## src/rtl/mtr_drv_pkg.sv

```systemverilog
// rtl/mtr_drv_pkg.sv - shared constants and types for the motor-drive PWM stage
package mtr_drv_pkg;

    typedef logic [10:0] duty_t;

    localparam duty_t PWM_MAX        = 11'h7FF;
    localparam duty_t DUTY_MID       = 11'h400;
    localparam duty_t NONOVERLAP_DEF = 11'h020;
    localparam duty_t SLEW_STEP_DEF  = 11'd16;

    // Two's complement speed to offset-binary duty: -1024 -> 0, 0 -> mid, +1023 -> max
    function automatic duty_t spd_to_tgt(input logic [10:0] spd);
        return {~spd[10], spd[9:0]};
    endfunction

endpackage

```

## src/rtl/mtr_drv_if.sv

```systemverilog
// rtl/mtr_drv_if.sv - speed command and PWM drive bundle between PID and motor stage
interface mtr_drv_if;
    logic        mtr_en;
    logic [10:0] lft_spd;
    logic [10:0] rght_spd;
    logic        lftPWM1;
    logic        lftPWM2;
    logic        rghtPWM1;
    logic        rghtPWM2;
    logic        prd_strt;

    modport master (
        output mtr_en, lft_spd, rght_spd,
        input  lftPWM1, lftPWM2, rghtPWM1, rghtPWM2, prd_strt
    );

    modport slave (
        input  mtr_en, lft_spd, rght_spd,
        output lftPWM1, lftPWM2, rghtPWM1, rghtPWM2, prd_strt
    );
endinterface

```

## src/rtl/mtr_drv_pwm_pair.sv

```systemverilog
// rtl/mtr_drv_pwm_pair.sv - one motor's duty latch and dead-timed complementary PWM pair (MTR_SLEW_LIMIT_EN adds slew limiting)
module pwm_pair
    import mtr_drv_pkg::*;
#(
    parameter duty_t NONOVERLAP = NONOVERLAP_DEF
`ifdef MTR_SLEW_LIMIT_EN
    ,
    parameter duty_t SLEW_STEP  = SLEW_STEP_DEF
`endif
) (
    input  logic  clk,
    input  logic  rst_n,
    input  duty_t cnt,
    input  logic  wrap,
    input  duty_t tgt,
    input  logic  mtr_en,
    output logic  pwm1,
    output logic  pwm2
);

    duty_t       duty_cur;
    duty_t       duty_nxt;
    logic [11:0] pwm2_on;
    logic        pwm1_nxt;
    logic        pwm2_nxt;

`ifdef MTR_SLEW_LIMIT_EN
    logic [11:0] up_sum;
    logic [11:0] dn_diff;

    always_comb begin
        up_sum   = {1'b0, duty_cur} + {1'b0, SLEW_STEP};
        dn_diff  = {1'b0, duty_cur} - {1'b0, SLEW_STEP};
        duty_nxt = tgt;
        // Clip the final step so the latch lands exactly on target
        if (tgt > duty_cur) begin
            if (up_sum < {1'b0, tgt})
                duty_nxt = up_sum[10:0];
        end else if (tgt < duty_cur) begin
            if (duty_cur > SLEW_STEP && dn_diff > {1'b0, tgt})
                duty_nxt = dn_diff[10:0];
        end
    end
`else
    always_comb begin
        duty_nxt = tgt;
    end
`endif

    // Low side turns on NONOVERLAP after the high side drops; a sum past 0x7FE keeps it off all period
    always_comb begin
        pwm2_on  = {1'b0, duty_cur} + {1'b0, NONOVERLAP};
        pwm1_nxt = mtr_en && (cnt >= NONOVERLAP) && (cnt < duty_cur);
        pwm2_nxt = mtr_en && ({1'b0, cnt} >= pwm2_on) && (cnt != PWM_MAX);
    end

    always_ff @(posedge clk or negedge rst_n) begin
        if (!rst_n) begin
            duty_cur <= DUTY_MID;
            pwm1     <= 1'b0;
            pwm2     <= 1'b0;
        end else begin
            if (wrap)
                duty_cur <= duty_nxt;
            pwm1 <= pwm1_nxt;
            pwm2 <= pwm2_nxt;
        end
    end

endmodule

```

## src/rtl/mtr_drv.sv

```systemverilog
// rtl/mtr_drv.sv - dual H-bridge PWM driver with shared period counter (MTR_SLEW_LIMIT_EN enables duty slew limiting)
module mtr_drv
    import mtr_drv_pkg::*;
#(
    parameter duty_t NONOVERLAP = NONOVERLAP_DEF,
    parameter duty_t SLEW_STEP  = SLEW_STEP_DEF
) (
    input  logic      clk,
    input  logic      rst_n,
    mtr_drv_if.slave  bus
);

    duty_t cnt;
    logic  wrap;

    assign wrap = (cnt == PWM_MAX);

    always_ff @(posedge clk or negedge rst_n) begin
        if (!rst_n) begin
            cnt          <= '0;
            bus.prd_strt <= 1'b0;
        end else begin
            cnt          <= cnt + 11'd1;
            bus.prd_strt <= wrap;
        end
    end

    pwm_pair #(
        .NONOVERLAP (NONOVERLAP)
`ifdef MTR_SLEW_LIMIT_EN
        ,
        .SLEW_STEP  (SLEW_STEP)
`endif
    ) u_lft (
        .clk    (clk),
        .rst_n  (rst_n),
        .cnt    (cnt),
        .wrap   (wrap),
        .tgt    (spd_to_tgt(bus.lft_spd)),
        .mtr_en (bus.mtr_en),
        .pwm1   (bus.lftPWM1),
        .pwm2   (bus.lftPWM2)
    );

    pwm_pair #(
        .NONOVERLAP (NONOVERLAP)
`ifdef MTR_SLEW_LIMIT_EN
        ,
        .SLEW_STEP  (SLEW_STEP)
`endif
    ) u_rght (
        .clk    (clk),
        .rst_n  (rst_n),
        .cnt    (cnt),
        .wrap   (wrap),
        .tgt    (spd_to_tgt(bus.rght_spd)),
        .mtr_en (bus.mtr_en),
        .pwm1   (bus.rghtPWM1),
        .pwm2   (bus.rghtPWM2)
    );

endmodule

```

## src/flat_wrapper.sv

```systemverilog
// flat-port wrapper written by rule: the top's interface ports become plain ports
module mtr_drv_flat import mtr_drv_pkg::*;
#(
    parameter duty_t NONOVERLAP = NONOVERLAP_DEF,
    parameter duty_t SLEW_STEP  = SLEW_STEP_DEF
)
  (clk, rst_n, bus_mtr_en, bus_lft_spd, bus_rght_spd, bus_lftPWM1, bus_lftPWM2, bus_rghtPWM1, bus_rghtPWM2, bus_prd_strt);
  mtr_drv_if bus_i ();
  input  logic clk;
  input  logic rst_n;
  input wire logic [$bits(bus_i.mtr_en)-1:0] bus_mtr_en;
  input wire logic [$bits(bus_i.lft_spd)-1:0] bus_lft_spd;
  input wire logic [$bits(bus_i.rght_spd)-1:0] bus_rght_spd;
  output wire logic [$bits(bus_i.lftPWM1)-1:0] bus_lftPWM1;
  output wire logic [$bits(bus_i.lftPWM2)-1:0] bus_lftPWM2;
  output wire logic [$bits(bus_i.rghtPWM1)-1:0] bus_rghtPWM1;
  output wire logic [$bits(bus_i.rghtPWM2)-1:0] bus_rghtPWM2;
  output wire logic [$bits(bus_i.prd_strt)-1:0] bus_prd_strt;
  assign bus_i.mtr_en = bus_mtr_en;
  assign bus_i.lft_spd = bus_lft_spd;
  assign bus_i.rght_spd = bus_rght_spd;
  assign bus_lftPWM1 = bus_i.lftPWM1;
  assign bus_lftPWM2 = bus_i.lftPWM2;
  assign bus_rghtPWM1 = bus_i.rghtPWM1;
  assign bus_rghtPWM2 = bus_i.rghtPWM2;
  assign bus_prd_strt = bus_i.prd_strt;
  mtr_drv #(.NONOVERLAP(NONOVERLAP), .SLEW_STEP(SLEW_STEP)) u_core (.clk(clk), .rst_n(rst_n), .bus(bus_i));
endmodule
```

## config.mk

```make
export PLATFORM = sky130hd
export DESIGN_NAME = mtr_drv_flat
export DESIGN_NICKNAME = d
export VERILOG_FILES = /design/src/rtl/mtr_drv_pkg.sv /design/src/rtl/mtr_drv_if.sv /design/src/rtl/mtr_drv_pwm_pair.sv /design/src/rtl/mtr_drv.sv /design/src/flat_wrapper.sv
export SDC_FILE = /design/constraint.sdc
export NUM_CORES = 1
export LEC_CHECK = 0
export ABC_CLOCK_PERIOD_IN_PS = 5150
export CORE_ASPECT_RATIO = 0.8
export CORE_MARGIN = 1.5
export CORE_UTILIZATION = 55
export CTS_CLUSTER_DIAMETER = 60
export CTS_CLUSTER_SIZE = 12
export DETAILED_ROUTE_END_ITERATION = 8
export GPL_ROUTABILITY_DRIVEN = 0
export GPL_TIMING_DRIVEN = 1
export PLACE_DENSITY = 0.8
export RECOVER_POWER = 25
export SYNTH_ARGS = -nofsm -noshare
export SYNTH_HDL_FRONTEND = slang
export SYNTH_HIERARCHICAL = 1
export SYNTH_SLANG_ARGS = --single-unit
```

## constraint.sdc

```tcl
create_clock -name clk -period 5.15 [get_ports clk]
set_input_delay 0.7725 -clock clk [delete_from_list [all_inputs] [get_ports clk]]
set_output_delay 0.7725 -clock clk [all_outputs]
set_load 0.01 [all_outputs]
```

# Word-level counts from Yosys, hierarchy flattened
# Index checks and enable logic that the tools add are counted.
[totals]
ff_bits = 38
latchBits = 0
ram_bits = 0
mem_bits_ro = 0
input_bits = 25
elab_cells = 27
n_memories = 0
[op_classes]
addsub = 3
mul = 0
n_div = 0
magnitude_cmp = 5
n_eq_ne = 2
n_shift = 0
mux = 0
bitwise_logic = 2
n_reduce_logical = 7
[op_table]
columns = ["cell", "n"]
rows = [
  ["11-bit by 6-bit adder with 12-bit output (second input constant)", 2],
  ["11-bit by 12-bit >= comparator with 1-bit output", 2],
  ["11-bit < comparator", 2],
  ["11-bit by 1-bit adder with 11-bit output (second input constant)", 1],
  ["11-bit equality test (second input constant)", 1],
  ["11-bit by 6-bit >= comparator with 1-bit output (second input constant)", 1],
  ["11-bit inequality test (second input constant)", 1],
  ["1-bit logical AND", 7],
  ["1-bit inverter", 2],
]

# Depth between registers and ports, before layout
# Gate-level depths: netlist (run 1).
[logic_depth]
ltp_word = 4
mapped_depth = 8

# Modules after synthesis
# Netlist (run 1), hierarchy kept.
[modules_own_cells]
columns = ["mod", "instances", "cells_each", "area_each_um2", "seq_area_each_um2"]
rows = [
  ["pwm_pair", 2, 110, 1014.7, 326.6],
  ["mtr_drv", 1, 42, 510.5, 300.3],
]

# Least setup slack after synthesis (run 1)
# No wires, ideal clock.
[synth_timing]
path_kind = "flip-flop to flip-flop"
from = "register u_core.u_lft.duty_cur[5]"
to = "register u_core.u_lft.pwm2"
setup_time_ns = 0.139
arrival_ns = 1.710
slack_ns = 3.301
path_stages_with_launch = 8
n_path_buf = 0
period_less_slack_ns = 1.849
cell_sequence = "dfrtp_1 -> ha_1 -> nand3_1 -> xnor2_1 -> ha_1 -> a21o_1 -> a2111oi_0 -> a211oi_1"
[synth_between]
elab_chain_cells = 4
[synth_rtl]
columns = ["item", "line", "rtl"]
rows = [
  ["start, declared", "mtr_drv_pwm_pair.sv:21", "duty_t duty_cur;"],
  ["start signal, assigned", "mtr_drv_pwm_pair.sv:64", "duty_cur <= duty_nxt;"],
  ["11-bit by 6-bit adder with 12-bit output", "mtr_drv_pwm_pair.sv:52", "pwm2_on = {1'b0, duty_cur} + {1'b0, NONOVERLAP};"],
  ["11-bit by 12-bit >= comparator with 1-bit output", "mtr_drv_pwm_pair.sv:54", "pwm2_nxt = mtr_en && ({1'b0, cnt} >= pwm2_on) && (cnt != PWM_MAX);"],
  ["1-bit logical AND (2 in a row)", "mtr_drv_pwm_pair.sv:54", ""],
  ["via u_core.u_lft.pwm2_nxt", "mtr_drv_pwm_pair.sv:25", "logic pwm2_nxt;"],
  ["end signal, assigned", "mtr_drv_pwm_pair.sv:66", "pwm2 <= pwm2_nxt;"],
  ["end, declared", "mtr_drv_pwm_pair.sv:18", "output logic pwm2"],
]
# The timed path passes the listed nets, and every way through them passes these cells.
# A chain may end at the register's enable or synchronous reset.

# Final worst setup path (run 1)
[layout_timing]
from = "register u_core.cnt[0]"
to = "register u_core.u_lft.duty_cur[0]"
[layout_between]
elab_chain_cells = 1
[layout_rtl]
columns = ["item", "line", "rtl"]
rows = [
  ["start, declared", "mtr_drv.sv:13", "duty_t cnt;"],
  ["start signal, assigned", "mtr_drv.sv:23", "cnt <= cnt + 11'd1;"],
  ["11-bit equality test", "mtr_drv.sv:16", "assign wrap = (cnt == PWM_MAX);"],
  ["via u_core.wrap", "mtr_drv.sv:14", "logic wrap;"],
]
# The timed path passes the listed nets, and every way through them passes these cells.

==> flow_summary.ini, run 1 <==
[worst_setup_path]
path_buf_inv = 0
cp.required_ns = 5.32
crit_path_end_kind = flip-flop
r2r_slack_ns = 2.81
timing.critical_path.slowest_stage_cell = and2_2
slowest_delay_ns = 0.61
crit_fanout = 43
critical_path_class = reg -> reg
cp_cell_sequence = ha_1 > nand2_1 > nor4_4 > and2_2 > mux2_2
cp_data_arrival_time_ns = 2.51
critPathTopFamily = simple AND/OR/NAND/NOR gates
cp-start-kind = flip-flop

[cts]
h-tree-depth = 2
root_buffer = clkbuf_8
cts_resized = 0
numCtsBuffers = 5
cts_tree = yes
clk_pin_slew_ns = 0.08
cts_num_sinks = 38
ctsLongestPathBuffers = 2
cts_setup_buffers = 0
clk_latency_ns = 0.28
holdBufCountCts = 0

[finish]
fillers = 337
num_antenna_cells = 0
syn2layout_area_growth_pct = 17.2
drive_gt1_share_pct = 8.14
fin_nets = 356
design_area_mm2 = 0.00298
layout_commonest_cell = ha_1
mostFrequentLayoutCells = ha_1 (37), dfrtp_1 (36), inv_1 (29), nand2_1 (29)

[detailed_routing]
wire_per_inst_um = 14.7
ant_nets = 0
routed_wirelength_um = 5170
vias = 1987
drtPass1Iterations = 4
route.detailed.drc = 0
drtIter0Drc = 192
vias_per_cell = 5.64

[global_route]
antenna_found_initial = 0
grt_pass1_vias = 1921
grt_start_max_net_pins = 44
grt.overflow.total = 0
track_usage_pct = 23.3
grt_pass1_wl_um = 9010

[sta]
clock_skew_ns = 0.00646
setup_violations = 0
fin_crit_sh_pct = 45.5
slew_headroom_pct = -36.9
finalSetupTns_ns = 0
rsz0062_at_grt = no
clock.fmax_ghz = 0.427
worst_slew_pin_slew_ns = 2.05
drv_slew = 39
hold_violations = 0
min_period_ns = 2.34

[synthesis]
syn_area_per_cell_um2 = 9.69
ys_seq_elements = 38
ys_seq_area_share_pct = 37.5
syn-cell-area_mm2 = 0.00254
ys_top_cells_by_area = dfrtp_1 (35%), ha_1 (18%), o21ai_0 (5.5%)
async_flop_share_pct = 100
yosys.area.top_type = dfrtp_1
synthCells = 262
synth_edf_count = 0
synth_nets = 324
synth_flop_cell = dfrtp_1
yosys_warnings = 6
yosysUniqueCellTypes = 32
synth_top_area_share_pct = 35.5

[status]
violations = capacitance limit, slew limit
outcome = finished, violations left

[placed_design]
dp_hpwl_um = 3860
io_buffers = 29
place_area_mm2 = 0.00288

[die]
boundaryPins = 30
die-area_mm2 = 0.00504
die_w_um = 79.0
start_util_pct = 58.9
core_area_mm2 = 0.00431
die_h_um = 63.8
rows = 21

[power_and_ir_drop]
vdd_drop_max_mv = 0.179
p_int_mw = 0.459
switching_power_mw = 0.113
power_density_mw_per_mm2 = 192
clkPwrFrac_pct = 42.9
p_sw_share_pct = 19.8
seq_power_share_pct = 52.3
combPwrFrac_pct = 4.8
p_leak_nw = 1.52

[hold_path]
hp-class = reg -> reg

[job]
maxCapViolations = 1
-- layer usage --
layer	routed length [µm]	part of all wire [%]	global-route usage, %
met5	0	0	0
met4	64	1.2	7.24
met3	293	5.7	5.29
met2	2300	45	36.9
met1	2500	48	32.0
-- registers in the layout, indices dropped and copies added (netlist names) --
register                cells
u_core/bus.prd_strt         1
u_core/cnt                 11
u_core/u_lft/duty_cur      11
u_core/u_lft/pwm1           1
u_core/u_lft/pwm2           1
u_core/u_rght/duty_cur     11
u_core/u_rght/pwm1          1
u_core/u_rght/pwm2          1
-- logic make-up (layout without fill, tap and decap cells) --
family	Yosys count	in the layout	synth area share [%]
compound gates	60	60	16.0
fa+ha+maj	37	37	18.2
mux	2	2	0.887
flops	38	38	37.5
simple gates	75	75	16.6
xor+xnor	17	17	5.86
buf+inv	33	66	4.88
-- final timing paths --
check	start	to	depth (start not counted)
setup / recovery	u_core/cnt[0]	u_core/u_lft/duty_cur[0]	5
hold / removal	u_core/u_lft/duty_cur[0]	u_core/u_lft/duty_cur[0]	1
setup reg to reg	u_core/cnt[0]	u_core/u_lft/duty_cur[0]	5
hold reg to reg	u_core/u_lft/duty_cur[0]	u_core/u_lft/duty_cur[0]	1
max in group asynchronous	rst_n	u_core/u_rght/pwm1	1
min in group asynchronous	rst_n	u_core/cnt[2]	1
-- final cells by class --
cell class                      instances  area (µm²)  area share (%)
Multi-Input combinational cell        191        1450            48.7
Sequential cell                        38         953            32.0
Tap cell                               57        71.3            2.40
Inverter                               29         109            3.66
Timing Repair Buffer                   29         284            9.54
Clock buffer                            5        68.8            2.31
Clock inverter                          3        40.0            1.35
-- synth_stat cells (4+ instances only) --
cell,n
a21oi_1,6
clkbuf_1,4
nand2b_1,4
nor2b_1,4
a211oi_1,4
o21ai_0,28
nor2_1,6
nor3_1,5
inv_1,29
a21o_1,6
xnor2_1,12
a2111oi_2,4
nand2_1,29
xor2_1,5
nand4_1,4
ha_1,37
o211ai_1,6
nand3_1,10
dfrtp_1,36
-- stage by stage --
step	util, %	hold WS (ns)	power, mW	worst slack, ns	cells
2_1_floorplan	-	0.477	0.307	3.30	262
3_3_place_gp	66.9	0.496	0.333	2.92	344
3_5_place_dp	66.9	0.506	0.333	2.83	344
4_1_cts	69.4	0.523	0.581	2.81	352
5_1_grt	69.1	0.540	0.598	2.50	352
6_report	69.1	0.529	0.572	2.81	352
-- power groups by stage --
| stage | registers, mW | clock network, mW | logic (mW) |
|---|---|---|---|
| finish | 0.299 | 0.246 | 0.0274 |
| detailed placement | 0.305 | 0 | 0.0281 |
| global route | 0.299 | 0.268 | 0.0302 |
| floorplan | 0.306 | 0 | 0.00175 |
| CTS | 0.299 | 0.254 | 0.0282 |
| global placement | 0.305 | 0 | 0.0279 |
Power figures use the tool's default switching activity.
==> run 2, diff against run 1 <==
ABC_CLOCK_PERIOD_IN_PS = 2400   (was 5150)
clock period = 2.4 ns   (was 5.15 ns; I/O delays follow)
==> run 2 against run 1 <==
  * The flow still finishes with violations (capacitance limit, slew limit)
  * Global-route usage grew 0.27 points
  * First-iteration DRC count shrank 7.8%
  * Non-clock buffer count grew 5
  * Worst hold slack lost 0.019 ns
  * Cell count grew 1.4%
  * Clock-buffer cell count is the same
  * Core utilization grew 1.2 points
  * Clock power grew 120%
  * Fmax grew 11%
  * Design area grew 1.7%
  * Critical endpoint unchanged
==> flow_summary.ini, run 2 (synthesis gave the netlist of run 1 again) <==
[die]
rows = 21
boundaryPins = 30
start_util_pct = 58.9
core_area_mm2 = 0.00431
die-area_mm2 = 0.00504
die_h_um = 63.8
die_w_um = 79.0

[sta]
clock.fmax_ghz = 0.475
setup_violations = 0
fin_crit_sh_pct = 87.7
clock_skew_ns = 0.00723
slew_headroom_pct = -35.2
hold_violations = 0
worst_slew_pin_slew_ns = 2.03
rsz0062_at_grt = no
drv_slew = 39
finalSetupTns_ns = 0
min_period_ns = 2.10

[cts]
holdBufCountCts = 0
numCtsBuffers = 5
cts_resized = 0
clk_pin_slew_ns = 0.08
cts_tree = yes
clk_latency_ns = 0.29
root_buffer = clkbuf_8
ctsLongestPathBuffers = 2
cts_num_sinks = 38
h-tree-depth = 2
cts_setup_buffers = 0

[finish]
mostFrequentLayoutCells = ha_1 (37), dfrtp_1 (36), inv_1 (29), nand2_1 (29)
final_cells = 357
reg_top3 = u_core/cnt: 11 flops, u_core/u_lft/duty_cur: 11 flops, u_core/u_rght/duty_cur: 11 flops
fin_nets = 361
design_area_mm2 = 0.00303
num_antenna_cells = 0
drive_gt1_share_pct = 10.0
syn2layout_area_growth_pct = 19.2
layout_commonest_cell = ha_1
area.sequential_um2 = 953
fillers = 342
multi_input_area_mm2 = 0.00146

[detailed_routing]
route.detailed.drc = 0
vias = 2015
drtPass1Iterations = 4
ant_nets = 0
wire_per_inst_um = 14.9
vias_per_cell = 5.64
drtIter0Drc = 177
routed_wirelength_um = 5320

[power_and_ir_drop]
power_density_mw_per_mm2 = 411
vdd_drop_max_mv = 0.327
p_leak_nw = 1.55
combPwrFrac_pct = 4.7
clkPwrFrac_pct = 43.7
p_int_mw = 0.985
seq_power_share_pct = 51.6
switching_power_mw = 0.260
p_sw_share_pct = 20.9
power_mw = 1.24

[worst_setup_path]
crit_fanout = 20
cp_data_arrival_time_ns = 2.28
crit_path_end_kind = flip-flop
critical_path_class = reg -> reg
cp.required_ns = 2.58
cp-start-kind = flip-flop

[placed_design]
dp_hpwl_um = 3960
placed_cells = 349
io_buffers = 29
place_area_mm2 = 0.00292

[global_route]
grt_start_max_net_pins = 39
grt.overflow.total = 0
track_usage_pct = 23.6
grt_pass1_vias = 1950
antenna_found_initial = 0
grt_pass1_wl_um = 9230

[status]
violations = capacitance limit, slew limit
outcome = finished, violations left

[job]
maxCapViolations = 1

[hold_path]
hp-class = reg -> reg
[run 2: changes by cell type in the layout (fill, tap and decap cells not counted)]
cell,delta
buf_4,+5
nand3_1,-1
nand3_4,+1
[run 2: final cells by class]
class                   instances  area share [%]
clock inverters                 3            1.32
inverters                      29            3.60
multi-input cells             191            48.3
clock buffers                   5            2.27
well taps                      57            2.36
flip-flops and latches         38            31.5
repair buffers                 34            10.6
[run 2: power groups by stage]
stage | registers, mW | logic (mW) | clock network, mW
2_1_floorplan | 0.656 | 0.00376 | 0
3_3_place_gp | 0.654 | 0.0595 | 0
3_5_place_dp | 0.654 | 0.0600 | 0
4_1_cts | 0.642 | 0.0604 | 0.554
5_1_grt | 0.642 | 0.0649 | 0.577
6_report | 0.642 | 0.0585 | 0.545
[run 2: metrics by stage]
step / worst slack (ns) / util (%) / hold slack (ns)
floorplan: 0.551 / - / 0.0644
global placement: 0.409 / 67.7 / 0.495
detailed placement: 0.307 / 67.7 / 0.501
CTS: 0.284 / 70.3 / 0.195
global route: 0.0953 / 70.2 / 0.532
finish: 0.296 / 70.2 / 0.510
[run 2: metal layers]
layer  part of all wire (%)  global-route usage [%]
met5                      0                       0
met1                     50                    35.3
met3                    5.1                    4.71
met2                     44                    34.7
met4                    1.0                    6.58
[run 2: final timing paths]
path                                           start                         to  slack [ns]  cells after the start
setup / recovery                       u_core/cnt[0]   u_core/u_lft/duty_cur[0]        0.30                      5
hold / removal             u_core/u_rght/duty_cur[0]  u_core/u_rght/duty_cur[0]        0.51                      1
setup reg to reg                       u_core/cnt[0]   u_core/u_lft/duty_cur[0]        0.30                      5
hold reg to reg            u_core/u_rght/duty_cur[0]  u_core/u_rght/duty_cur[0]        0.51                      1
max in group asynchronous                      rst_n   u_core/u_lft/duty_cur[0]        0.59                      1
min in group asynchronous                      rst_n  u_core/u_rght/duty_cur[2]        0.63                      1
[run 2: worst max-delay path: stages (launching register included)]
cell     delay [ns]
dfrtp_1        0.50
ha_1           0.27
nand2_1        0.14
nor4_4         0.27
and2_2         0.43
mux2_2         0.38
==> run 3, diff against run 2 <==
CTS_BUF_LIST = sky130_fd_sc_hd__clkbuf_16   (was default)
==> run 3 against run 2 <==
  * The flow still finishes with violations (capacitance limit, slew limit)
  * Sequential cell count unchanged
  * Die area unchanged
  * First-iteration DRC count grew 0.56%
  * Critical endpoint unchanged
  * Largest cell class unchanged
  * Highest routed layer unchanged
==> flow_summary.ini, run 3 (synthesis gave the netlist of run 1 again) <==
[finish]
reg_top3 = u_core/cnt: 11 flops, u_core/u_lft/duty_cur: 11 flops, u_core/u_rght/duty_cur: 11 flops
fin_nets = 361
layout_commonest_cell = ha_1
syn2layout_area_growth_pct = 21.4
utilization_pct = 71.5
multi_input_area_mm2 = 0.00146
fillers = 337
drive_gt1_share_pct = 10.0
area.sequential_um2 = 953
final_cells = 357
mostFrequentLayoutCells = ha_1 (37), dfrtp_1 (36), inv_1 (29), nand2_1 (29)
num_antenna_cells = 0

[global_route]
use_met2_pct = 35.5
use_met1_pct = 35.5
grt_pass1_wl_um = 9320
top_usage_layer = met1
grt_start_max_net_pins = 39
grt_use_met3_pct = 4.14
track_usage_pct = 23.8
grt.overflow.total = 0
antenna_found_initial = 0
grt_pass1_vias = 1959

[die]
core_area_mm2 = 0.00431
boundaryPins = 30
die-area_mm2 = 0.00504
start_util_pct = 58.9
die_w_um = 79.0
die_h_um = 63.8
rows = 21

[cts]
clk_latency_ns = 0.28
cts_setup_buffers = 0
clk_pin_slew_ns = 0.06
ctsLongestPathBuffers = 2
cts_tree = yes
root_buffer = clkbuf_16
holdBufCountCts = 0
cts_num_sinks = 38
numCtsBuffers = 5
cts_resized = 0
h-tree-depth = 2

[detailed_routing]
vias = 2042
drtPass1Iterations = 4
drtIter0Drc = 178
vias_per_cell = 5.72
ant_nets = 0
wire_per_inst_um = 15.1
route.detailed.drc = 0
routed_wirelength_um = 5370

[worst_setup_path]
critical_path_class = reg -> reg
cp.required_ns = 2.56
crit_fanout = 20
cp_data_arrival_time_ns = 2.28
critPathLaunch = u_core/cnt[0]
reg2reg_from = u_core/cnt[0]
cp-start-kind = flip-flop
crit_path_end_kind = flip-flop

[power_and_ir_drop]
power_mw = 1.44
p_leak_nw = 1.58
vdd_drop_max_mv = 0.402
power_density_mw_per_mm2 = 468

[sta]
clock.fmax_ghz = 0.472
clock_skew_ns = 0.00363
finalSetupTns_ns = 0
rsz0062_at_grt = no
hold_violations = 0
slew_headroom_pct = -33.6
setup_violations = 0
fin_crit_sh_pct = 88.3
min_period_ns = 2.12
drv_slew = 39
worst_slew_pin_slew_ns = 2.00
fin_ws_ns = 0.281

[placed_design]
pre_cts_ws_ns = 0.307
io_buffers = 29
dp_hpwl_um = 3960
placed_cells = 349

[status]
violations = capacitance limit, slew limit
outcome = finished, violations left

[hold_path]
min_from = u_core/u_rght/duty_cur[0]
hp-class = reg -> reg

[job]
maxCapViolations = 1
==> run 3: stage by stage <==
| step | hold slack [ns] | instance area (µm²) |
|---|---|---|
| 2_1_floorplan | 0.0644 | 2540 |
| 3_3_place_gp | 0.495 | 2920 |
| 3_5_place_dp | 0.501 | 2920 |
| 4_1_cts | 0.218 | 3080 |
| 5_1_grt | 0.528 | 3080 |
| 6_report | 0.508 | 3080 |
==> run 3: metal layers <==
metal,wire length [µm],share of wire (%)
met1,2720,51
met2,2440,45
met3,181,3.4
met4,30,0.56
met5,0,0
==> run 3: area by class of cell <==
type                    instances  area share, %
inverters                      29           3.53
flip-flops and latches         38           30.9
well taps                      57           2.31
clock buffers                   5           4.06
multi-input cells             191           47.4
clock inverters                 3           1.30
repair buffers                 34           10.4
==> run 3: path summary, 6_finish.rpt <==
check	cells past startpoint	slack, ns	end
max	5	0.28	u_core/u_lft/duty_cur[0]
max in group asynchronous	1	0.60	u_core/u_lft/pwm2
max reg2reg	5	0.28	u_core/u_lft/duty_cur[0]
min	1	0.51	u_core/u_rght/duty_cur[0]
min in group asynchronous	1	0.64	u_core/u_rght/duty_cur[2]
min reg2reg	1	0.51	u_core/u_rght/duty_cur[0]
==> run 3: power by group <==
part	switching (mW)	internal [mW]
sequential	0.000345	0.643
combinational	0.0207	0.0377
clock	0.256	0.486
==> run 3: worst max-delay path, cell delays in order (launching register included) <==
cell	delay, ns
dfrtp_1	0.50
ha_1	0.28
nand2_1	0.15
nor4_4	0.27
and2_2	0.43
mux2_2	0.38
